## src/rtl/seg_scan_ctrl.sv

```systemverilog
// Multiplexed 7-segment scan controller: snapshots a hex value, decodes one digit at a
// time into {digit_sel, dp, seg} words and offers each word over valid/ready, then dwells.
module seg_scan_ctrl #(
    parameter int NUM_DIGITS     = 4,
    parameter int DWELL_CYCLES   = 4096,
    parameter bit SEG_ACTIVE_LOW = 1'b0,
    localparam int IDX_W = (NUM_DIGITS > 1) ? $clog2(NUM_DIGITS) : 1
) (
    input  logic                    i_clk,
    input  logic                    i_reset_n,
    input  logic [4*NUM_DIGITS-1:0] i_value,
    input  logic [NUM_DIGITS-1:0]   i_dp_mask,
    input  logic                    i_blank_leading,
    output logic                    o_word_valid,
    input  logic                    i_word_ready,
    output logic [NUM_DIGITS+7:0]   o_word,
    output logic [IDX_W-1:0]        o_digit_idx,
    output logic                    o_frame_done
);

    localparam int CNT_W = (DWELL_CYCLES > 1) ? $clog2(DWELL_CYCLES) : 1;

    localparam logic [1:0] ST_LOAD  = 2'd0;
    localparam logic [1:0] ST_OFFER = 2'd1;
    localparam logic [1:0] ST_DWELL = 2'd2;

    logic [1:0]              state_q, state_d;
    logic                    valid_q, valid_d;
    logic [NUM_DIGITS+7:0]   word_q, word_d;
    logic [IDX_W-1:0]        idx_q, idx_d;
    logic                    done_q, done_d;
    logic [CNT_W-1:0]        cnt_q, cnt_d;
    logic [4*NUM_DIGITS-1:0] snap_val_q, snap_val_d;
    logic [NUM_DIGITS-1:0]   snap_dp_q, snap_dp_d;

    // Digit 0 decodes from the value being captured in the same cycle, so bypass the snapshot.
    logic                    first_digit;
    logic [4*NUM_DIGITS-1:0] val_use;
    logic [NUM_DIGITS-1:0]   dp_use;
    assign first_digit = (idx_q == '0);
    assign val_use     = first_digit ? i_value   : snap_val_q;
    assign dp_use      = first_digit ? i_dp_mask : snap_dp_q;

    // zero_from[k] is set when digit k and every more-significant digit are zero.
    logic [NUM_DIGITS-1:0] digit_nz;
    logic [NUM_DIGITS-1:0] zero_from;
    generate
        for (genvar gi = 0; gi < NUM_DIGITS; gi++) begin : g_digit
            assign digit_nz[gi]  = |val_use[4*gi +: 4];
            assign zero_from[gi] = ~|(digit_nz >> gi);
        end
    endgenerate

    logic [3:0]            nibble;
    logic [6:0]            seg_raw;
    logic                  blank;
    logic [7:0]            dp_seg;
    logic [NUM_DIGITS-1:0] digit_sel;
    logic [NUM_DIGITS+7:0] word_new;

    assign nibble    = val_use[4*idx_q +: 4];
    assign blank     = i_blank_leading && !first_digit && zero_from[idx_q];
    assign digit_sel = NUM_DIGITS'(1) << idx_q;

    always_comb begin
        seg_raw = 7'h00;
        case (nibble)
            4'h0: seg_raw = 7'h3F;
            4'h1: seg_raw = 7'h06;
            4'h2: seg_raw = 7'h5B;
            4'h3: seg_raw = 7'h4F;
            4'h4: seg_raw = 7'h66;
            4'h5: seg_raw = 7'h6D;
            4'h6: seg_raw = 7'h7D;
            4'h7: seg_raw = 7'h07;
            4'h8: seg_raw = 7'h7F;
            4'h9: seg_raw = 7'h6F;
            4'hA: seg_raw = 7'h77;
            4'hB: seg_raw = 7'h7C;
            4'hC: seg_raw = 7'h39;
            4'hD: seg_raw = 7'h5E;
            4'hE: seg_raw = 7'h79;
            4'hF: seg_raw = 7'h71;
            default: seg_raw = 7'h00;
        endcase
    end

    // Inversion applies after blanking, so a blanked digit drives all segments inactive.
    always_comb begin
        dp_seg = {dp_use[idx_q], blank ? 7'h00 : seg_raw};
        if (SEG_ACTIVE_LOW) begin
            dp_seg = ~dp_seg;
        end
        word_new = {digit_sel, dp_seg};
    end

    always_comb begin
        state_d    = state_q;
        valid_d    = valid_q;
        word_d     = word_q;
        idx_d      = idx_q;
        done_d     = 1'b0;
        cnt_d      = cnt_q;
        snap_val_d = snap_val_q;
        snap_dp_d  = snap_dp_q;
        case (state_q)
            ST_LOAD: begin
                if (first_digit) begin
                    snap_val_d = i_value;
                    snap_dp_d  = i_dp_mask;
                end
                word_d  = word_new;
                valid_d = 1'b1;
                state_d = ST_OFFER;
            end
            ST_OFFER: begin
                if (i_word_ready) begin
                    valid_d = 1'b0;
                    cnt_d   = CNT_W'(DWELL_CYCLES - 1);
                    state_d = ST_DWELL;
                end
            end
            ST_DWELL: begin
                if (cnt_q != '0) begin
                    cnt_d = cnt_q - CNT_W'(1);
                end else begin
                    state_d = ST_LOAD;
                    if (idx_q == IDX_W'(NUM_DIGITS - 1)) begin
                        idx_d  = '0;
                        done_d = 1'b1;
                    end else begin
                        idx_d = idx_q + IDX_W'(1);
                    end
                end
            end
            default: begin
                state_d = ST_LOAD;
                valid_d = 1'b0;
            end
        endcase
    end

    always_ff @(posedge i_clk or negedge i_reset_n) begin
        if (!i_reset_n) begin
            state_q    <= ST_LOAD;
            valid_q    <= 1'b0;
            word_q     <= '0;
            idx_q      <= '0;
            done_q     <= 1'b0;
            cnt_q      <= '0;
            snap_val_q <= '0;
            snap_dp_q  <= '0;
        end else begin
            state_q    <= state_d;
            valid_q    <= valid_d;
            word_q     <= word_d;
            idx_q      <= idx_d;
            done_q     <= done_d;
            cnt_q      <= cnt_d;
            snap_val_q <= snap_val_d;
            snap_dp_q  <= snap_dp_d;
        end
    end

    assign o_word_valid = valid_q;
    assign o_word       = word_q;
    assign o_digit_idx  = idx_q;
    assign o_frame_done = done_q;

endmodule

```

## config.mk

```make
export PLATFORM = sky130hd
export DESIGN_NAME = seg_scan_ctrl
export DESIGN_NICKNAME = d
export VERILOG_FILES = /design/src/rtl/seg_scan_ctrl.sv
export SDC_FILE = /design/constraint.sdc
export NUM_CORES = 1
export LEC_CHECK = 0
export ABC_AREA = 0
export CAP_MARGIN = 20
export CORE_MARGIN = 2
export CORE_UTILIZATION = 23
export DETAILED_ROUTE_END_ITERATION = 6
export MAX_ROUTING_LAYER = met4
export PLACE_DENSITY = 0.47
export REMOVE_ABC_BUFFERS = 1
export SLEW_MARGIN = 20
export SYNTH_ARGS = -nofsm -noshare
export SYNTH_HDL_FRONTEND = slang
export SYNTH_SLANG_ARGS = --single-unit
```

## constraint.sdc

```tcl
create_clock -name i_clk -period 3.45 [get_ports i_clk]
set_input_delay 0.69 -clock i_clk [delete_from_list [all_inputs] [get_ports i_clk]]
set_output_delay 0.69 -clock i_clk [all_outputs]
set_load 0.01 [all_outputs]
```

; ---- Yosys cells after proc, flatten, opt, wreduce, memory -nomap -nowiden
; Memory sizes are Yosys's and may differ from the RTL's.
; Cells that the tools add are included.
[classes]
n_mux = 19
shifts = 2
order_cmp = 1
bitwise_logic = 2
addsub = 2
reduce_logical = 19
eq_ne = 6
[ops]
columns = operator, count
row1 = 2-to-1 mux 12 bit, 2
row2 = one-hot mux 12 bit (2 select lines), 1
row3 = 2-to-1 mux 16 bit, 1
row4 = OR reduction 16 bit, 1
row5 = variable part select 16 x 5 -> 4 bit, 1
row6 = nonzero test 12 bit, 1
row7 = OR reduction 12 bit, 1
row8 = "subtractor 12 x 1 -> 12 bit, second input constant", 1
row9 = OR reduction 8 bit, 1
row10 = 2-to-1 mux 7 bit, 1
row11 = 2-to-1 mux 1 bit, 6
row12 = 2-to-1 mux 2 bit, 3
row13 = "!= test 2 bit, second input constant", 3
row14 = one-hot mux 2 bit (3 select lines), 1
row15 = AND reduction 2 bit, 3
row16 = logical NOT 1 bit, 5
row17 = binary-select mux 1 bit (select 2 bit), 2
row18 = "== test 2 bit, second input constant", 2
row19 = logical NOT 2 bit, 2
row20 = 2-to-1 mux 4 bit, 1
row21 = OR reduction 4 bit, 1
row22 = "<< shifter 1 x 2 -> 4 bit, first input constant", 1
row23 = "less-than comparator 2 x 3 -> 1 bit, second input constant", 1
row24 = one-hot mux 1 bit (3 select lines), 1
row25 = 6 further kinds, 8
[totals]
output_inout_bits = 16
rom_bits = 112
mem_count = 1
register_bits = 50
[mem_list]
columns = name, depth, width, read_ports, rd_ports_with_merged_regs, wr, line
row1 = (name not given), 16, 7, 1, 0, 0, 67  ; case (nibble)

; ---- Depth between registers and ports, before layout
; Gate-level depths: netlist of the first run.
[depth]
word_depth = 8
ltp_mapped = 13
mapped_depth_nobuf = 10

; ---- Worst setup path before layout of the first run
; OpenSTA, ideal clock, no wires.
[synth_timing]
path_type = reg2reg
from = register idx_q[0], in the netlist o_digit_idx[0]
to = register word_q[3], in the netlist o_word[3]
setup_time_ps = 95
path_stages_with_launch = 14
path_slack_ps = 444
arrival_time_ps = 2910
required_time_ps = 3355
path_cell_list = dfrtp_1 > buf_6 > buf_2 > inv_1 > ha_1 > buf_6 > mux4_2 > nand2_1 > and2_1 > inv_1 > ha_1 > mux2_2 > and2_1 > o31ai_1
[synth_via]
elab_chain_len = 8
[synth_rtl]
columns = element, line
row1 = from (decl), 30  ; logic [IDX_W-1:0] idx_q, idx_d;
row2 = from (signal assigned), 157  ; idx_q <= idx_d;
row3 = branches (longest 7 deep; another with memory (16 x 7 bit)), n/a
row4 = 2-to-1 mux 7 bit *, 90  ; dp_seg = {dp_use[idx_q], blank ? 7'h00 : seg_raw};
row5 = to (signal assigned), 156  ; word_q <= word_d;
row6 = to (decl), 29  ; logic [NUM_DIGITS+7:0] word_q, word_d;
; Mark *: on every way between the ends. The select of a mux whose other input is x is not followed.
; A chain may end at the register's enable or synchronous reset.

; ---- Worst setup path in the final report of the first run
[layout_timing]
from = input i_value[4]
to = register word_q[3], in the netlist o_word[3]
[layout_via]
elab_chain_len = 7
[layout_rtl]
columns = element, line
row1 = from (decl), 11  ; input logic [4*NUM_DIGITS-1:0] i_value,
row2 = 2-to-1 mux 16 bit *, n/a
row3 = branches (longest 5 deep; another with memory (16 x 7 bit)), n/a
row4 = 2-to-1 mux 7 bit *, 90
; Marks and branches as above.

==> results of run 1 <==
state kept, by name, indices dropped and copies added (netlist names):
name / count
snap_val_q: 16
snap_dp_q: 4
o_word: 12
cnt_q: 12
o_frame_done: 1
o_digit_idx: 2
state_q: 2
o_word_valid: 1
final cells by class:
type	count	area, um2
flip-flops and latches	50	1250
clock buffers	6	129
multi-input cells	173	1450
fillers	1213	8430
clock inverters	2	37.5
inverters	9	33.8
well taps	147	184
repair buffers	47	445
metrics by stage:
stage | cell area, um2 | setup slack, ns | power [mW] | cells
finish | 3530 | 0.664 | 2.23 | 434
global route | 3530 | 0.464 | 2.39 | 434
CTS | 3530 | 0.657 | 2.27 | 434
detailed placement | 3360 | 0.345 | 1.69 | 426
global placement | 3360 | 0.391 | 1.67 | 426
floorplan | 2730 | 0.307 | 1.36 | 232
worst max-delay path, delay by kind of cell:
family | cells | cell delay (ns)
AND/OR/NAND/NOR | 1 | 0.15
buffers and inverters | 2 | 0.57
multiplexers | 3 | 1.11
adder cells (fa/ha/maj) | 1 | 0.25
AO/OA/AOI/OAI | 1 | 0.21
per-layer routing:
layer	wire length, um	vias to the layer above	global-route usage	share of wire
met4	114	0	0.0415	0.018
met3	222	7	0.0222	0.035
met5	0	-	-	0
met1	3250	968	0.150	0.51
li1	-	966	-	-
met2	2820	41	0.161	0.44
cells in the final DEF (no fill, tap or decap), types with 2 or more instances in the layout:
cell / Yosys / layout
mux2_1: 21 / 21
mux2i_1: 7 / 7
clkdlybuf4s50_1: 0 / 38
clkbuf_16: 0 / 5
nor2_1: 15 / 15
inv_1: 7 / 7
a211oi_1: 3 / 3
a31oi_1: 2 / 2
dfrtp_1: 50 / 50
and2_1: 3 / 3
xnor2_1: 2 / 2
buf_4: 0 / 8
or4b_1: 2 / 2
o21ai_1: 7 / 7
or2_1: 3 / 3
mux2i_4: 2 / 2
ha_1: 12 / 12
nand2_1: 30 / 30
nor4_1: 2 / 2
nand3_1: 3 / 3
nor3b_1: 3 / 3
o31ai_1: 2 / 2
mux4_1: 2 / 2
nor3_1: 6 / 6
a21oi_1: 5 / 5
mux4_2: 8 / 8
nor2b_1: 3 / 3
xor2_1: 3 / 3
o22ai_1: 3 / 3
a21o_1: 2 / 2
nand4_1: 2 / 2
cell families after synthesis:
logic type / Yosys count / synth area share
AND/OR/NAND/NOR: 80 / 0.148
flip-flops: 50 / 0.447
multiplexers: 42 / 0.218
AO/OA/AOI/OAI: 34 / 0.0832
buffers and inverters: 18 / 0.0344
adder cells (fa/ha/maj): 12 / 0.0537
XOR/XNOR: 5 / 0.0157
how the worst max path moves through the flow:
| stage | slack (ns) | to |
|---|---|---|
| 6_report | 0.66 | o_word[3] |
| 5_1_grt | 0.46 | o_word[3] |
| 4_1_cts | 0.66 | o_word[3] |
| 3_5_place_dp | 0.34 | o_word[3] |
| 3_3_place_gp | 0.39 | o_word[3] |
| 2_1_floorplan | 0.31 | o_word[3] |
power groups by stage:
stage / clock network, mW / logic [mW] / registers (mW)
global route: 0.619 / 0.790 / 0.978
detailed placement: 0 / 0.726 / 0.963
floorplan: 0 / 0.420 / 0.939
CTS: 0.595 / 0.725 / 0.951
global placement: 0 / 0.714 / 0.953
finish: 0.578 / 0.707 / 0.945
==> flow_summary.yaml, run 1 <==
status:
  status: "finished, final reports clean"
clocking:
  post_cts_resize_count: 0
  clockRootBuffer: "clkbuf_16"
  cts_made_buffers: 5
  hold_buffers: 0
  h-tree-depth: 2
  clk_path_buf_depth: 2
  clk_pin_slew_ns: 0.07
  cts_tree: "built"
  post-cts-setup-buffers: 0
  worst_skew_pair.late_latency_ns: 0.30
  cts_sinks: 50
worst_setup_path:
  regToRegStartpoint: "o_digit_idx[1]"
  critical_path_arrival_ns: 2.99
  criticalPathCategory: "primary input to flop"
  crit_fanout: 8
  worstPathCellList: "clkdlybuf4s50_1 > mux4_1 > mux2i_4 > inv_1 > ha_1 > mux2_2 > and2_1 > o31ai_1"
  cp.required_ns: 3.66
  startpoint_type: "primary input"
  r2r_slack_ns: 0.72
  regToRegEndpoint: "o_word[3]"
  max_stage_delay_ns: 0.57
  end_kind: "flop"
  worst_path_max_delay_cell: "mux4_1"
  crit_start: "i_value[4]"
  reg2reg_depth: 10
timing:
  rsz0062_at_grt: "no"
  hold-worst-slack_ns: 0.416
  relSlewSlack: 0.572
  clock.fmax_mhz: 359
  finalSetupTns_ns: 0
  final_max_slew_viol_count: 0
  final-setup-viol-count: 0
  worst_slew_pin_slew_ns: 0.642
  final_hold_viol_count: 0
  fin_crit_sh: 0.807
  min_period_ns: 2.79
  finClkSkew_ns: 0.00460
global_routing:
  grt_pass1_vias: 2079
  antenna_found_initial: 0
  grt_overflow_total: 0
  grt_pass1_wl_um: 10800
  grt_max_degree: 28
  grt_usage: 0.110
drt:
  via_count: 1982
  via_per_inst: 4.57
  drc_errors: 0
  wirelength_um: 6410
  drtPass1Iterations: 4
  drt_iter0_markers: 74
  wl_per_cell_um: 14.8
  ant_nets: 0
place:
  routabilityCongestion: 0.776
  hpwl_um: 4750
  port_buffers: 39
layout:
  nets: 322
  utilization: 0.295
  layout-drive-gt1-share: 0.118
  diodes: 0
  syn_to_final_growth_pct: 26.2
floorplanning:
  start_util: 0.234
  core_area_um2: 12000
  dieArea_um2: 13100
  pin_count: 40
  placementRows: 40
  die_height_um: 114
  die_x_um: 114
yosys:
  synth_warnings: 0
  synth_area_leaders: "dfrtp_1 (45%), mux2_1 (8.5%), mux4_2 (6.4%), ha_1 (5.4%), nand2_1 (4.0%)"
  yosys.cell_types.count: 53
  yosysTopAreaCell: "dfrtp_1"
  ys.flop_type: "dfrtp_1"
  yosys-top-cells-count: "dfrtp_1 (50), nand2_1 (30), mux2_1 (21)"
  mappedNetlistArea_um2: 2800
  yosysMostFrequentCell: "dfrtp_1"
  syn_area_per_cell_um2: 11.6
  netlist.area_leader.share: 0.447
  synth.ff_latch_count: 50
  seq_area_frac_synth: 0.447
  async_flop_share: 1.00
  synthCells: 241
  synth-edff-count: 0
power:
  p_per_area_nw_per_um2: 632
  p_comb_frac: 0.317
  clkPwrFrac: 0.259
  seqPwrFrac: 0.424
  power_switching_share: 0.320
  vdd_drop_max_uv: 262
  internal-power_mw: 1.52
  p_sw_mw: 0.714
  p_leak_nw: 1.38
flow_run:
  maxCapViolCount: 0
min_path:
  hp-class: "primary input to asynchronous set/reset pin"
Power figures use the tool's default switching activity.
==> inputs of run 2 (changes only) <==
==> constraint.sdc (replaced) <==
create_clock -name i_clk -period 2.75 [get_ports i_clk]
set_input_delay 0.55 -clock i_clk [delete_from_list [all_inputs] [get_ports i_clk]]
set_output_delay 0.55 -clock i_clk [all_outputs]
set_load 0.01 [all_outputs]
==> run 2 against run 1 <==
Combinational power increased by 28%; design area up 1.7%; first-iteration DRC count grew 19%; cell count grew 1.8%; worst setup slack worse by 0.43 ns; clock-buffer cell count did not move; clock skew rose by 0.0019 ns; sequential power grew 26%; sequential share of layout area is 0.59 points lower; register-to-register slack got worse by 0.49 ns; utilization increased by 0.50 points; sequential cell count is the same; critical endpoint unchanged.
==> flow_summary.yaml, run 2 (same netlist as run 1, synthesis figures left out) <==
global_routing:
  grt_max_degree: 51
  antenna_found_initial: 0
  grt_usage: 0.106
  grt_overflow_total: 0
  grt_pass1_vias: 2032
  grt_pass1_wl_um: 10600
layout:
  layout_common_cells: "dfrtp_1 (50), clkdlybuf4s50_1 (38), nand2_1 (30), mux2_1 (21), buf_4 (16)"
  fillers: 1211
  multi_input_area_um2: 1450
  seqCellArea_um2: 1250
  nets: 330
  syn_to_final_growth_pct: 28.4
  top_register: "snap_val_q"
  largest_register_ffs: 16
  diodes: 0
  layout-drive-gt1-share: 0.142
  design_area_um2: 3590
  final_common_cell: "dfrtp_1"
drt:
  drtPass1Iterations: 4
  wirelength_um: 6280
  via_per_inst: 4.46
  via_count: 1970
  drt_iter0_markers: 88
  drc_errors: 0
  ant_nets: 0
  wl_per_cell_um: 14.2
timing:
  final-setup-viol-count: 0
  fin_crit_sh: 0.916
  min_period_ns: 2.52
  final_hold_viol_count: 0
  relSlewSlack: 0.550
  worst_slew_pin_slew_ns: 0.675
  finalSetupTns_ns: 0
  clock.fmax_mhz: 397
  finClkSkew_ns: 0.00654
  rsz0062_at_grt: "no"
  final_max_slew_viol_count: 0
power:
  p_sw_mw: 0.886
  finalPower_mw: 2.80
  vdd_drop_max_uv: 307
  p_leak_nw: 1.42
  power_switching_share: 0.316
  p_per_area_nw_per_um2: 781
  seqPwrFrac: 0.424
  internal-power_mw: 1.92
  clkPwrFrac: 0.253
  p_comb_frac: 0.323
worst_setup_path:
  reg2reg_depth: 10
  criticalPathCategory: "flop to flop"
  startpoint_type: "flop"
  regToRegStartpoint: "o_digit_idx[0]"
  worstPathCellList: "inv_1 > ha_1 > mux4_2 > nand2_1 > and2_1 > inv_1 > ha_1 > mux2_2 > and2_1 > o31ai_1"
  regToRegEndpoint: "o_word[3]"
  critical_path_arrival_ns: 2.72
  cp.required_ns: 2.95
  critPathBufInv: 2
  critPathTopFamily: "multiplexers"
  max_stage_delay_ns: 0.56
  worst_path_max_delay_cell: "mux4_2"
  end_kind: "flop"
  crit_start: "o_digit_idx[0]"
  r2r_slack_ns: 0.23
  crit_fanout: 4
floorplanning:
  pin_count: 40
  die_x_um: 114
  placementRows: 40
  start_util: 0.234
  die_height_um: 114
  core_area_um2: 12000
  dieArea_um2: 13100
min_path:
  hp-class: "primary input to asynchronous set/reset pin"
clocking:
  post-cts-setup-buffers: 0
  post_cts_resize_count: 0
  h-tree-depth: 2
  cts_sinks: 50
  clk_pin_slew_ns: 0.07
  cts_made_buffers: 5
  clockRootBuffer: "clkbuf_16"
  hold_buffers: 0
  cts_tree: "built"
  worst_skew_pair.late_latency_ns: 0.29
  clk_path_buf_depth: 2
place:
  routabilityCongestion: 0.768
  port_buffers: 39
  hpwl_um: 4630
  placed_cell_area_um2: 3420
status:
  status: "finished, final reports clean"
flow_run:
  maxCapViolCount: 0
-- run 2: cell count changes in the layout (fill, tap and decap cells not counted), sizes merged --
cell and delta:
buf +8
-- run 2: per-layer routing --
layer	up-vias	track usage	routed length, um
li1	981	-	-
met1	947	0.145	3180
met2	37	0.163	2820
met3	5	0.0148	174
met4	0	0.0341	101
met5	-	-	0
-- run 2: worst max path at each step --
stage	cells past startpoint	end	slack [ns]
2_1_floorplan	10	o_word[3]	-0.39
3_3_place_gp	8	o_word[3]	-0.002
3_5_place_dp	8	o_word[3]	-0.03
4_1_cts	10	o_word[3]	0.20
5_1_grt	10	o_word[3]	0.007
6_report	10	o_word[3]	0.23
-- run 2: power by group through the flow --
stage,Clock (mW),Sequential (mW),Combinational [mW]
4_1_cts,0.734,1.19,0.927
2_1_floorplan,0,1.18,0.527
3_5_place_dp,0,1.20,0.928
5_1_grt,0.756,1.23,1.01
3_3_place_gp,0,1.19,0.913
6_report,0.709,1.19,0.905
-- run 2: final cells by class --
class | instances | area share
tap | 147 | 0.0512
inverter | 9 | 0.00941
multi-input combinational | 173 | 0.404
clock buffer | 6 | 0.0359
sequential | 50 | 0.349
timing repair buffer | 55 | 0.141
clock inverter | 2 | 0.0105
-- run 2: through the flow --
step | worst slack (ns) | hold WS [ns] | std cells | utilization
after floorplan | -0.393 | 0.254 | 232 | -
after global placement | -0.00187 | 0.463 | 434 | 0.286
after detailed placement | -0.0259 | 0.468 | 434 | 0.286
after CTS | 0.202 | 0.415 | 442 | 0.300
after global routing | 0.00655 | 0.449 | 442 | 0.300
final | 0.232 | 0.381 | 442 | 0.300
